[src/rtl/u712_cpu_chip_bus.sv]
// 68040-side front end for CPU accesses to chip RAM: decodes the transfer start and
// strobes the chip RAM controller, then turns CPU_TACK (or a timeout) into TAn/TBIn/TEAn.
module u712_cpu_chip_bus #(
  parameter int unsigned TA_WIDTH = 2,
  parameter int unsigned TIMEOUT  = 4000,
  parameter bit          CHIP_2MB = 1'b1
) (
  input  logic        CLK80,
  input  logic        RESETn,
  input  logic        TSn,
  input  logic [1:0]  TTn,
  input  logic [11:0] A,
  input  logic [1:0]  SIZ,
  input  logic        RnW,
  input  logic        OVL,
  input  logic        CPU_TACK,
  output logic        CHIP_TSn,
  output logic        RAMSPACEn,
  output logic        TAn,
  output logic        TBIn,
  output logic        TEAn,
  output logic        BUSY
);

  localparam int unsigned TMO_W = 12;
  localparam int unsigned WID_W = (TA_WIDTH > 1) ? $clog2(TA_WIDTH) : 1;
  localparam logic [TMO_W-1:0] TMO_LAST = TMO_W'(TIMEOUT - 1);
  localparam logic [WID_W-1:0] WID_LAST = WID_W'(TA_WIDTH - 1);

  typedef enum logic [2:0] {IDLE, START, WAIT, ACK, ERR} state_t;

  state_t           state, state_d;
  logic [TMO_W-1:0] tmo_cnt, tmo_cnt_d;
  logic [WID_W-1:0] wid_cnt, wid_cnt_d;
  logic             line, line_d;
  logic             chip_ts_n_d, ramspace_n_d, ta_n_d, tbi_n_d, tea_n_d, busy_d;
  logic             hit_c, ovl_rom_c;

  // Direction is consumed by the controller directly; nothing to do with it here.
  logic unused_rnw;
  assign unused_rnw = RnW;

  // A19 is not visible on this port, so the overlay shadow covers the whole low 1MB (A20=0).
  assign ovl_rom_c = OVL && !A[0];
  assign hit_c     = !TSn && (TTn == 2'b00) && (A[11:1] == 11'd0)
                     && (CHIP_2MB || !A[0]) && !ovl_rom_c;

  // State, counters and registered outputs; everything moves on the falling edge.
  always_ff @(negedge CLK80 or negedge RESETn) begin
    if (!RESETn) begin
      state     <= IDLE;
      tmo_cnt   <= '0;
      wid_cnt   <= '0;
      line      <= 1'b0;
      CHIP_TSn  <= 1'b1;
      RAMSPACEn <= 1'b1;
      TAn       <= 1'b1;
      TBIn      <= 1'b1;
      TEAn      <= 1'b1;
      BUSY      <= 1'b0;
    end else begin
      state     <= state_d;
      tmo_cnt   <= tmo_cnt_d;
      wid_cnt   <= wid_cnt_d;
      line      <= line_d;
      CHIP_TSn  <= chip_ts_n_d;
      RAMSPACEn <= ramspace_n_d;
      TAn       <= ta_n_d;
      TBIn      <= tbi_n_d;
      TEAn      <= tea_n_d;
      BUSY      <= busy_d;
    end
  end

  // Next state; CPU_TACK beats a coincident timeout.
  always_comb begin
    state_d   = state;
    tmo_cnt_d = tmo_cnt;
    wid_cnt_d = wid_cnt;
    line_d    = line;
    unique case (state)
      IDLE: begin
        if (hit_c) begin
          state_d = START;
          line_d  = (SIZ == 2'b11);
        end
      end
      START: begin
        tmo_cnt_d = '0;
        state_d   = WAIT;
      end
      WAIT: begin
        if (tmo_cnt != '1) tmo_cnt_d = tmo_cnt + TMO_W'(1);
        if (CPU_TACK) begin
          state_d   = ACK;
          wid_cnt_d = '0;
        end else if (tmo_cnt == TMO_LAST) begin
          state_d   = ERR;
          wid_cnt_d = '0;
        end
      end
      ACK, ERR: begin
        if (wid_cnt == WID_LAST) state_d = IDLE;
        else                     wid_cnt_d = wid_cnt + WID_W'(1);
      end
      default: state_d = IDLE;
    endcase
  end

  // Output values for the state being entered, registered on the same edge.
  always_comb begin
    chip_ts_n_d  = 1'b1;
    ramspace_n_d = 1'b1;
    ta_n_d       = 1'b1;
    tbi_n_d      = 1'b1;
    tea_n_d      = 1'b1;
    busy_d       = 1'b0;
    unique case (state_d)
      START: begin
        chip_ts_n_d  = 1'b0;
        ramspace_n_d = 1'b0;
        busy_d       = 1'b1;
      end
      WAIT: begin
        ramspace_n_d = 1'b0;
        busy_d       = 1'b1;
      end
      ACK: begin
        ta_n_d  = 1'b0;
        tbi_n_d = !line_d;
        busy_d  = 1'b1;
      end
      ERR: begin
        tea_n_d = 1'b0;
        busy_d  = 1'b1;
      end
      default: ;
    endcase
  end

endmodule

[config.mk]
export PLATFORM = sky130hd
export DESIGN_NAME = u712_cpu_chip_bus
export DESIGN_NICKNAME = d
export VERILOG_FILES = /design/src/rtl/u712_cpu_chip_bus.sv
export SDC_FILE = /design/constraint.sdc
export NUM_CORES = 1
export LEC_CHECK = 0
export BUFFER_PORTS_ARGS = -buffer_cell sky130_fd_sc_hd__buf_2
export CAP_MARGIN = 15
export CORE_MARGIN = 4
export CORE_UTILIZATION = 50
export CTS_CLUSTER_DIAMETER = 40
export DETAILED_ROUTE_END_ITERATION = 10
export PLACE_DENSITY = 0.83
export SETUP_SLACK_MARGIN = 0.2
export SLEW_MARGIN = 20
export SYNTH_ARGS = -nofsm -noshare
export SYNTH_HDL_FRONTEND = slang
export SYNTH_SLANG_ARGS = --single-unit
[constraint.sdc]
create_clock -name CLK80 -period 2.7 [get_ports CLK80]
set_clock_uncertainty 0.1 [all_clocks]
set_input_delay 0.27 -clock CLK80 [delete_from_list [all_inputs] [get_ports CLK80]]
set_output_delay 0.27 -clock CLK80 [all_outputs]
set_load 0.005 [all_outputs]
==> results of run 1 <==
[per-stage QoR]
step / setup WS (ns) / total power [uW] / util, %
finish: -0.0244 / 1070 / 66.0
global placement: -0.129 / 805 / 62.0
detailed placement: -0.161 / 821 / 62.0
floorplan: 0.0269 / 708 / -
global route: -0.0667 / 1150 / 66.0
CTS: -0.0202 / 1060 / 65.1
[final timing paths]
kind | to | slack (ns) | depth (start not counted)
worst max-delay path | CHIP_TSn | -0.02 | 1
min in group asynchronous | state[1] | 1.03 | 1
max in group asynchronous | TBIn | 1.05 | 1
worst min-delay path | line | 0.32 | 2
worst min register to register | line | 0.32 | 2
worst max register to register | tmo_cnt[10] | 0.67 | 4
[state kept, by name, summed over array words and instances, names as in the netlist]
| register | flops |
|---|---|
| state | 3 |
| TEAn | 1 |
| CHIP_TSn | 1 |
| BUSY | 1 |
| tmo_cnt | 12 |
| wid_cnt | 1 |
| RAMSPACEn | 1 |
| TAn | 1 |
| TBIn | 1 |
| line | 1 |
[layout by cell type, fill, tap and decap left out, types with 2 or more instances in the layout]
master,n
sky130_fd_sc_hd__nor3_1,2
sky130_fd_sc_hd__or4_1,2
sky130_fd_sc_hd__nand2b_1,2
sky130_fd_sc_hd__nor2_1,5
sky130_fd_sc_hd__a211oi_1,2
sky130_fd_sc_hd__buf_6,3
sky130_fd_sc_hd__nor4_1,2
sky130_fd_sc_hd__clkbuf_4,3
sky130_fd_sc_hd__dfrtn_1,18
sky130_fd_sc_hd__buf_2,23
sky130_fd_sc_hd__nand3_1,9
sky130_fd_sc_hd__o31ai_1,7
sky130_fd_sc_hd__dfstp_2,5
sky130_fd_sc_hd__a21oi_1,5
sky130_fd_sc_hd__nand4_1,3
sky130_fd_sc_hd__or3_1,4
sky130_fd_sc_hd__buf_4,5
sky130_fd_sc_hd__inv_1,11
sky130_fd_sc_hd__nor4_2,2
sky130_fd_sc_hd__nand2_1,9
sky130_fd_sc_hd__o21ai_0,6
sky130_fd_sc_hd__o211ai_1,3
[kinds of logic (layout without fill, tap and decap cells)]
logic type	after synthesis	count (layout)	synth area share [%]
compound gates	29	29	17.2
mux	1	1	0.874
flops	23	23	50.8
xor+xnor	2	2	1.53
simple gates	50	50	25.2
buf+inv	10	46	3.28
fa+ha+maj	1	1	1.09
[area by class of cell]
class                   instances  area share [%]
flip-flops and latches         23            40.3
multi-input cells              83            38.3
repair buffers                 31            12.9
clock buffers                   4            3.29
well taps                      28            2.42
inverters                       6            1.56
clock inverters                 5            1.30
[timing repair]
action,CTS,global route
buffers inserted,0,0
resized for setup,1,4
setup endpoints to repair,6,8
[power groups by stage]
stage          Sequential, uW  Clock (uW)  Combinational [uW]
6_report                  497         251                 319
3_3_place_gp              491        13.8                 300
4_1_cts                   494         253                 311
3_5_place_dp              500        13.8                 307
2_1_floorplan             488        13.8                 206
5_1_grt                   510         279                 360
[layer usage]
| metal | up-vias | global-route usage (%) | share of wire [%] |
|---|---|---|---|
| met5 | - | 0 | 0 |
| met3 | 4 | 2.78 | 5.4 |
| met1 | 499 | 21.4 | 41 |
| li1 | 513 | - | - |
| met2 | 32 | 33.4 | 53 |
| met4 | 0 | 6.78 | 0.88 |
==> impl_summary.log, run 1 <==
INFO  metric fin_ws = -0.0244 ns
INFO  metric syn-instance-count = roughly 120
INFO  metric cts_buffer_depth = 2
INFO  metric max_stage_delay = ~0.53 ns
INFO  metric track_usage = 18.3%
INFO  metric n_antenna_cell = 0
INFO  metric grt_first_pass_wirelength = 4.63 mm
INFO  metric drive_gt1_share = around 30%
INFO  metric insertion_delay = a little over 0.3 ns
INFO  metric vdd_drop_max = just under 0.4 mV
INFO  metric buffer_ports.inserted = 26
INFO  metric setup_total_negative_slack = -0.0436 ns
INFO  metric cp.buffers_inverters = 1
INFO  metric synthToLayoutAreaGrowth = 26.2%
INFO  metric cap_viol_max_count = 0
INFO  metric synth-seq-area-share = just over 50%
INFO  metric max_slew_violation_total_from_the_final_report = 0
INFO  metric crit_arrival = 2.35 ns
INFO  metric drt_drc_violations_left = 0
INFO  metric cp-startpoint = CHIP_TSn
INFO  metric core_rows = 17
INFO  metric dieHeight = ~56 um
INFO  metric floorplan.die_area = 0.00312 mm^2
INFO  metric post_synth_main_area_contributors = sky130_fd_sc_hd__dfrtn_1 (39%), sky130_fd_sc_hd__dfstp_2 (11%), sky130_fd_sc_hd__o31ai_1 (4.6%)
INFO  metric avg_wl_per_cell = around 14 um
INFO  metric ys_async_sr_fraction = 100%
INFO  metric synth_ff_type = sky130_fd_sc_hd__dfrtn_1
INFO  metric final_nets = ~180
INFO  metric critPathMaxFanout = 1
INFO  metric rr_startpoint = state[1]
INFO  metric drt-vias-per-instance = a little under 6
INFO  metric outcome = complete, but fails checks
INFO  metric cp_data_required_time = about 2.3 ns
INFO  metric first_global_vias = around 1100
INFO  metric cts_hold_buffers = 0
INFO  metric finalSetupViolations = 3
INFO  metric p_switching = 375 uW
INFO  metric area_of_the_core = ~0.0022 mm^2
INFO  metric synth-edff-count = 0
INFO  metric cts_root_buffer = sky130_fd_sc_hd__clkbuf_4
INFO  metric slew_headroom = slightly below 70%
INFO  metric clock_tree.htree_level_count = 1
INFO  metric tightestPinTransition = 0.479 ns
INFO  metric grt_overflow_total = 0
INFO  metric maximum_number_of_pins_on_one_net_before_global_route_repair = 24
INFO  metric path_cells = buf_6
INFO  metric place_congestion = between 0.8 and 0.9
INFO  metric floorplan.die.width = ~56 um
INFO  metric timing_hold_violations_final = 0
INFO  metric tritoncts = built
INFO  metric antenna_found_initial = 0
INFO  metric power-per-cell-area = between 700 and 800 mW/mm^2
INFO  metric tritoncts.num_buffers = 3
INFO  metric synthesis.area_per_instance = a little under 10 um^2
INFO  metric place_inst = about 170
INFO  metric drt_pass1_iterations = 4
INFO  metric floorplan.io_pins = 28
INFO  metric setup.worst_path.start_class = register
INFO  metric final-instance-count-excl-fill = 180
INFO  metric total_area_of_multi_input_combinational_cells = around 550 um^2
INFO  metric violations = negative setup slack
INFO  metric p_comb_share = between 20% and 30%
INFO  metric switching_share = a little over a third
INFO  metric critical_path_class = register to output port
INFO  metric cell_internal_pwr = 693 uW
INFO  metric power_frac_seq = between 40% and 50%
INFO  metric design_area = roughly 0.0014 mm^2
INFO  metric synth.most_common_cell = sky130_fd_sc_hd__dfrtn_1
INFO  metric p_leak = about 0.00063 uW
INFO  metric sequential_cell_area = slightly below 600 um^2
INFO  metric route.antenna.remaining_nets = 0
INFO  metric power.clock.fraction = about a quarter
INFO  metric ys_warn_count = 0
INFO  metric synth_commonest_cells = sky130_fd_sc_hd__dfrtn_1 (18), sky130_fd_sc_hd__nand2_1 (9), sky130_fd_sc_hd__nand3_1 (9)
INFO  metric routed-via-count = around 1000
INFO  metric initialDrtViolationCount = 26
INFO  metric synth.ff_latch_count = 23
INFO  metric routed_wirelength = 2.61 mm
INFO  metric syn-cell-area = around 0.0011 mm^2
INFO  metric hpwl = ~2.0 mm
INFO  metric placed_area = about 0.0014 mm^2
INFO  metric grt_setup_unrepaired = yes
INFO  metric hp-class = register to register
INFO  metric worst_setup_path_end_kind = output port
INFO  metric yosys.area.top_type = sky130_fd_sc_hd__dfrtn_1
INFO  metric crit_slowest_cell = sky130_fd_sc_hd__dfstp_2
INFO  metric initial_core_util = a little over half
INFO  metric cts.clk_slew.worst_paths = approximately 0.09 ns
INFO  metric fill_cells = 186
INFO  metric fraction_of_synthesized_cell_area_taken_by_the_top_area_cell_type = roughly two fifths
INFO  metric crit_family = flip-flops
INFO  metric yosys.cell_types.count = 36
INFO  metric worstHoldStart = line
INFO  metric synth.net_count = roughly 140
INFO  metric hold_slack = around 0.32 ns
INFO  metric cts_sinks = 23
Note: power is estimated with default switching activity, not from simulation.
==> run 2: changes to the inputs <==
CTS_BUF_LIST = sky130_fd_sc_hd__clkbuf_8   (was unset)
==> impl_summary.log, run 2 (same netlist as run 1, synthesis figures left out) <==
INFO  metric outcome = finished clean
INFO  metric n_antenna_cell = 0 (unchanged)
INFO  metric tritoncts.num_buffers = 3 (unchanged)
INFO  metric finalSetupViolations = 0 (-3)
INFO  metric routed-via-count = 1074 (+2.5%)
INFO  metric maximum_number_of_pins_on_one_net_before_global_route_repair = 24 (unchanged)
INFO  metric cts_sinks = 23 (unchanged)
INFO  metric drt-vias-per-instance = 5.97 (+2.5%)
INFO  metric fill_cells = 175 (-5.9%)
INFO  metric drt_drc_violations_left = 0 (unchanged)
INFO  metric met2_usage = 33.3% (-0.17 points)
INFO  metric placed_area = 0.00136 mm^2 (unchanged)
INFO  metric worstReg2RegEnd = tmo_cnt[10]
INFO  metric setup.worst_path.start_class = register
INFO  metric worst_setup_path_end_kind = output port
INFO  metric largest_reg_flops = 12 (unchanged)
INFO  metric critical_path_class = register to output port
INFO  metric crit_family = flip-flops
INFO  metric final_nets = 176 (unchanged)
INFO  metric routed_wirelength = 2.83 mm (+8.6%)
INFO  metric cts_hold_buffers = 0 (unchanged)
INFO  metric reg2regPathDepth = 4 (unchanged)
INFO  metric hp-class = register to register
INFO  metric grt_use_met3 = 3.48% (+0.70 points)
INFO  metric min_path_cells = 2 (unchanged)
INFO  metric track_usage = 18.6% (+0.29 points)
INFO  metric tightestPinTransition = 0.495 ns (+0.0157 ns)
INFO  metric commonest_non_fill_non_tap_cell_in_the_layout = sky130_fd_sc_hd__buf_2
INFO  metric max_stage_delay = 0.52 ns (about the same)
INFO  metric sequential_cell_area = 582 um^2 (unchanged)
INFO  metric post-layout-total-power = 1170 uW (+10%)
INFO  metric route.antenna.remaining_nets = 0 (unchanged)
INFO  metric postCtsSetupRepairBufs = 0 (unchanged)
INFO  metric synthToLayoutAreaGrowth = 30.8%
INFO  metric reg2reg_setup_slack = 0.63 ns (-0.04 ns)
INFO  metric core_rows = 17 (unchanged)
INFO  metric design_area = 0.00150 mm^2 (+3.6%)
INFO  metric avg_wl_per_cell = 15.7 um (+8.6%)
INFO  metric cap_viol_max_count = 0 (unchanged)
INFO  metric power-per-cell-area = 784 mW/mm^2 (+6.1%)
INFO  metric worstHoldStart = line
INFO  metric fin_ws = 0.0276 ns (+0.0520 ns)
INFO  metric drt_pass1_iterations = 4 (unchanged)
INFO  metric buffer_ports.inserted = 26 (unchanged)
INFO  metric slew_headroom = 67.0% (-1.0 points)
INFO  metric place_congestion = 0.803 (unchanged)
INFO  metric floorplan.die_area = 0.00312 mm^2 (unchanged)
INFO  metric path_cells = buf_6
INFO  metric initialDrtViolationCount = 24 (-7.7%)
INFO  metric pre_cts_ws = -0.161 ns (unchanged)
INFO  metric cp_data_required_time = 2.33 ns (about the same)
INFO  metric floorplan.io_pins = 28 (unchanged)
INFO  metric cp.buffers_inverters = 1 (unchanged)
INFO  metric leading_cell_types_in_the_layout_fill_and_taps_excluded = sky130_fd_sc_hd__buf_2 (19), sky130_fd_sc_hd__dfrtn_1 (18), sky130_fd_sc_hd__inv_1 (11)
INFO  metric clock_tree.htree_level_count = 1 (unchanged)
INFO  metric p_leak = 0.000645 uW (+3.0%)
INFO  metric crit_slowest_cell = sky130_fd_sc_hd__dfstp_2
INFO  metric rr_startpoint = state[1]
INFO  metric grt_util_met1 = 21.1% (-0.29 points)
INFO  metric crit_arrival = 2.30 ns (-0.05 ns)
INFO  metric drive_gt1_share = 30.9% (+0.66 points)
INFO  metric cts_root_buffer = sky130_fd_sc_hd__clkbuf_8
INFO  metric grt_setup_unrepaired = yes
INFO  metric first_global_vias = 1137 (+3.6%)
INFO  metric cts_buffer_depth = 2 (unchanged)
INFO  metric top_usage_layer = met2
INFO  metric grt_first_pass_wirelength = 4.66 mm (+0.76%)
INFO  metric vdd_drop_max = 0.485 mV (+24%)
INFO  metric max_slew_violation_total_from_the_final_report = 0 (unchanged)
INFO  metric total_area_of_multi_input_combinational_cells = 557 um^2 (+0.68%)
INFO  metric largestRegisters = tmo_cnt: 12 flops, state: 3 flops
INFO  metric grt_overflow_total = 0 (unchanged)
INFO  metric initial_core_util = 52.3% (unchanged)
INFO  metric timing_hold_violations_final = 0 (unchanged)
INFO  metric dieHeight = 55.9 um (unchanged)
INFO  metric antenna_found_initial = 0 (unchanged)
INFO  metric hpwl = 2.01 mm (unchanged)
INFO  metric insertion_delay = 0.28 ns (-0.03 ns)
INFO  metric area_of_the_core = 0.00219 mm^2 (unchanged)
INFO  metric cts.clk_slew.worst_paths = 0.06 ns (-0.03 ns)
INFO  metric hold_end = line
INFO  metric tritoncts = built
INFO  metric regMostFlops = tmo_cnt
INFO  metric floorplan.die.width = 55.9 um (unchanged)
INFO  metric critPathMaxFanout = 1 (unchanged)
[run 2: cell count changes in the layout (fill, tap and decap cells not counted), sizes merged]
| cell | before | now |
|---|---|---|
| clkbuf | 4 | 3 |
| bufinv | 0 | 1 |
[run 2: per-stage QoR]
stage,std cells,hold slack (ns),utilization (%),setup TNS (ns)
2_1_floorplan,116,0.325,-,0
3_3_place_gp,172,0.351,62.0,-0.282
3_5_place_dp,172,0.360,62.0,-0.401
4_1_cts,180,0.324,66.2,0
5_1_grt,180,0.342,68.4,-0.00397
6_report,180,0.316,68.4,0
[run 2: power by group]
group | leakage (uW) | switching, uW | internal [uW]
clock | 0.0000623 | 135 | 208
sequential | 0.000294 | 71.5 | 429
combinational | 0.000289 | 185 | 146
[run 2: cell type report]
class                   count  share of cell area [%]
clock buffers               3                    2.76
clock inverters             6                    3.26
inverters                   6                    1.50
multi-input cells          83                    37.2
flip-flops and latches     23                    38.8
well taps                  28                    2.34
repair buffers             31                    14.1
[run 2: worst reg2reg max path, cell delays in order (launching register included)]
cell,delay (ns)
sky130_fd_sc_hd__dfrtn_1,0.51
sky130_fd_sc_hd__or3b_1,0.44
sky130_fd_sc_hd__or4b_4,0.59
sky130_fd_sc_hd__or3_1,0.33
sky130_fd_sc_hd__a21oi_1,0.14
[run 2: how the worst max path moves through the flow]
stage               startpoint  endpoint  slack (ns)  cells after the start
floorplan                 A[5]      TBIn        0.03                      4
global placement          A[5]      TBIn       -0.13                      5
detailed placement      TTn[1]      TBIn       -0.16                      5
CTS                   CHIP_TSn  CHIP_TSn        0.03                      1
global route          CHIP_TSn  CHIP_TSn      -0.004                      1
finish                CHIP_TSn  CHIP_TSn        0.03                      1
[run 2: timing repair]
| action | 4_1_cts | 5_1_grt |
|---|---|---|
| setup endpoints to repair | 7 | 12 |
| resized for setup | 2 | 9 |
| pin swaps | 0 | 2 |
[run 2: layer usage]
| layer | wire length (um) | up-vias |
|---|---|---|
| met5 | 0 | - |
| met4 | 27 | 0 |
| met3 | 163 | 2 |
| met2 | 1550 | 35 |
| met1 | 1080 | 527 |
| li1 | - | 510 |
==> run 3: changes to the inputs <==
CORE_UTILIZATION = 54   (was 50)
PLACE_DENSITY = 0.89   (was 0.83)
==> impl_summary.log, run 3 (same netlist as run 1, synthesis figures left out) <==
INFO  metric outcome = finished clean
INFO  metric fill_cells = 122 (-30%)
INFO  metric regMostFlops = tmo_cnt
INFO  metric crit_slowest_cell = sky130_fd_sc_hd__dfstp_2
INFO  metric antenna_found_initial = 0 (unchanged)
INFO  metric core_rows = 16 (-1)
INFO  metric floorplan.die.width = 54.0 um (-3.2%)
INFO  metric drt-vias-per-instance = 6.15 (+3.1%)
INFO  metric max_stage_delay = 0.53 ns (about the same)
INFO  metric grt_overflow_total = 0 (unchanged)
INFO  metric min_path_cells = 2 (unchanged)
INFO  metric post-layout-total-power = 1200 uW (+1.8%)
INFO  metric initialDrtViolationCount = 21 (-13%)
INFO  metric critical_path_class = register to output port
INFO  metric cts_root_buffer = sky130_fd_sc_hd__clkbuf_8
INFO  metric hold_slack = 0.362 ns (+0.0458 ns)
INFO  metric power-per-cell-area = 777 mW/mm^2 (-0.90%)
INFO  metric reg2reg_setup_slack = 0.61 ns (-0.02 ns)
INFO  metric clock_tree.htree_level_count = 1 (unchanged)
INFO  metric cts.clk_slew.worst_paths = 0.06 ns (about the same)
INFO  metric grt_util_met1 = 27.2% (+6.1 points)
INFO  metric cts_buffer_depth = 2 (unchanged)
INFO  metric total_area_of_multi_input_combinational_cells = 603 um^2 (+8.3%)
INFO  metric hold_end = line
INFO  metric drt_drc_violations_left = 0 (unchanged)
INFO  metric timing_hold_violations_final = 0 (unchanged)
INFO  metric n_antenna_cell = 0 (unchanged)
INFO  metric area_of_the_core = 0.00198 mm^2 (-9.5%)
INFO  metric p_leak = 0.000651 uW (+0.89%)
INFO  metric drive_gt1_share = 33.1% (+2.2 points)
INFO  metric drt_pass1_iterations = 4 (unchanged)
INFO  metric dieHeight = 54.0 um (-3.2%)
INFO  metric grt_setup_unrepaired = yes
INFO  metric rr_startpoint = state[1]
INFO  metric leading_cell_types_in_the_layout_fill_and_taps_excluded = sky130_fd_sc_hd__buf_2 (19), sky130_fd_sc_hd__dfrtn_1 (18), sky130_fd_sc_hd__inv_1 (11)
INFO  metric largest_reg_flops = 12 (unchanged)
INFO  metric route.antenna.remaining_nets = 0 (unchanged)
INFO  metric routed_wirelength = 2.90 mm (+2.5%)
INFO  metric top_usage_layer = met2
INFO  metric worst_setup_path_end_kind = output port
INFO  metric cp.buffers_inverters = 1 (unchanged)
INFO  metric initial_core_util = 57.8% (+5.5 points)
INFO  metric sequential_cell_area = 582 um^2 (unchanged)
INFO  metric tritoncts.num_buffers = 3 (unchanged)
INFO  metric track_usage = 21.3% (+2.8 points)
INFO  metric cts_hold_buffers = 0 (unchanged)
INFO  metric commonest_non_fill_non_tap_cell_in_the_layout = sky130_fd_sc_hd__buf_2
INFO  metric vdd_drop_max = 0.509 mV (+5.0%)
INFO  metric floorplan.die_area = 0.00292 mm^2 (-6.4%)
INFO  metric worstHoldStart = line
INFO  metric largestRegisters = tmo_cnt: 12 flops, state: 3 flops
INFO  metric slew_headroom = 65.4% (-1.6 points)
INFO  metric grt_use_met3 = 3.88% (+0.40 points)
INFO  metric finalSetupViolations = 0 (unchanged)
INFO  metric postCtsSetupRepairBufs = 0 (unchanged)
INFO  metric max_slew_violation_total_from_the_final_report = 0 (unchanged)
INFO  metric buffer_ports.inserted = 26 (unchanged)
INFO  metric critPathMaxFanout = 1 (unchanged)
INFO  metric cp_data_required_time = 2.33 ns (about the same)
INFO  metric insertion_delay = 0.28 ns (about the same)
INFO  metric grt_first_pass_wirelength = 4.42 mm (-5.2%)
INFO  metric crit_arrival = 2.31 ns (about the same)
INFO  metric tritoncts = built
INFO  metric met2_usage = 33.9% (+0.59 points)
INFO  metric tightestPinTransition = 0.518 ns (+0.0230 ns)
INFO  metric hpwl = 1.99 mm (-0.57%)
INFO  metric first_global_vias = 1011 (-11%)
INFO  metric hp-class = register to register
INFO  metric reg2regPathDepth = 4 (unchanged)
INFO  metric maximum_number_of_pins_on_one_net_before_global_route_repair = 24 (unchanged)
INFO  metric path_cells = buf_6
INFO  metric crit_family = flip-flops
INFO  metric worstReg2RegEnd = tmo_cnt[10]
INFO  metric place_congestion = 0.767 (-4.5%)
INFO  metric routed-via-count = 1095 (+2.0%)
INFO  metric setup.worst_path.start_class = register
INFO  metric cts_sinks = 23 (unchanged)
INFO  metric floorplan.io_pins = 28 (unchanged)
INFO  metric synthToLayoutAreaGrowth = 34.4%
INFO  metric avg_wl_per_cell = 16.3 um (+3.7%)
INFO  metric cap_viol_max_count = 0 (unchanged)
INFO  metric final_nets = 175 (-0.57%)
## run 3: changes by cell type in the layout (fill, tap and decap cells not counted), sizes merged
cell / delta
buf: -1
## run 3: stage by stage
step	util [%]	instance area, um^2	cells	setup slack, ns	setup TNS [ns]
after detailed placement	68.1	1350	170	-0.144	-0.451
after CTS	72.7	1440	178	0.00751	0
after global placement	68.1	1350	170	-0.110	-0.210
final	77.7	1540	178	0.0156	0
after floorplan	-	1170	116	0.0269	0
after global routing	77.7	1540	178	-0.0104	-0.0104
## run 3: timing repair
item / 4_1_cts / 5_1_grt
gates resized for setup: 2 / 17
pin swaps: 1 / 6
setup endpoints to repair: 9 / 9
## run 3: cell type report
cell class | count | area share, %
clock buffers | 3 | 2.68
clock inverters | 6 | 3.17
flip-flops and latches | 23 | 37.8
well taps | 27 | 2.20
inverters | 6 | 1.46
multi-input cells | 83 | 39.2
repair buffers | 30 | 13.5
## run 3: where the power goes
| group | internal [uW] | switching [uW] |
|---|---|---|
| Clock | 208 | 135 |
| Sequential | 429 | 73.8 |
| Combinational | 146 | 204 |
| Total | 783 | 413 |
## run 3: worst register-to-register path, cell delays in order, from the launching register on
cell and delay (ns):
sky130_fd_sc_hd__dfrtn_1 0.53, sky130_fd_sc_hd__or3b_1 0.44, sky130_fd_sc_hd__or4b_4 0.58, sky130_fd_sc_hd__or3_1 0.32, sky130_fd_sc_hd__a21oi_1 0.15
## run 3: worst max path at each step
stage             start        to  slack (ns)  cells past startpoint
5_1_grt        CHIP_TSn  CHIP_TSn       -0.01                      1
3_3_place_gp     TTn[0]      TBIn       -0.11                      5
6_report       CHIP_TSn  CHIP_TSn        0.02                      1
4_1_cts        CHIP_TSn  CHIP_TSn       0.008                      1
2_1_floorplan      A[5]      TBIn        0.03                      4
3_5_place_dp     TTn[1]      TBIn       -0.14                      5
## run 3: layer usage
| metal | up-vias | routed length, um |
|---|---|---|
| li1 | 511 | - |
| met4 | 0 | 44 |
| met3 | 4 | 169 |
| met5 | - | 0 |
| met2 | 41 | 1450 |
| met1 | 539 | 1240 |
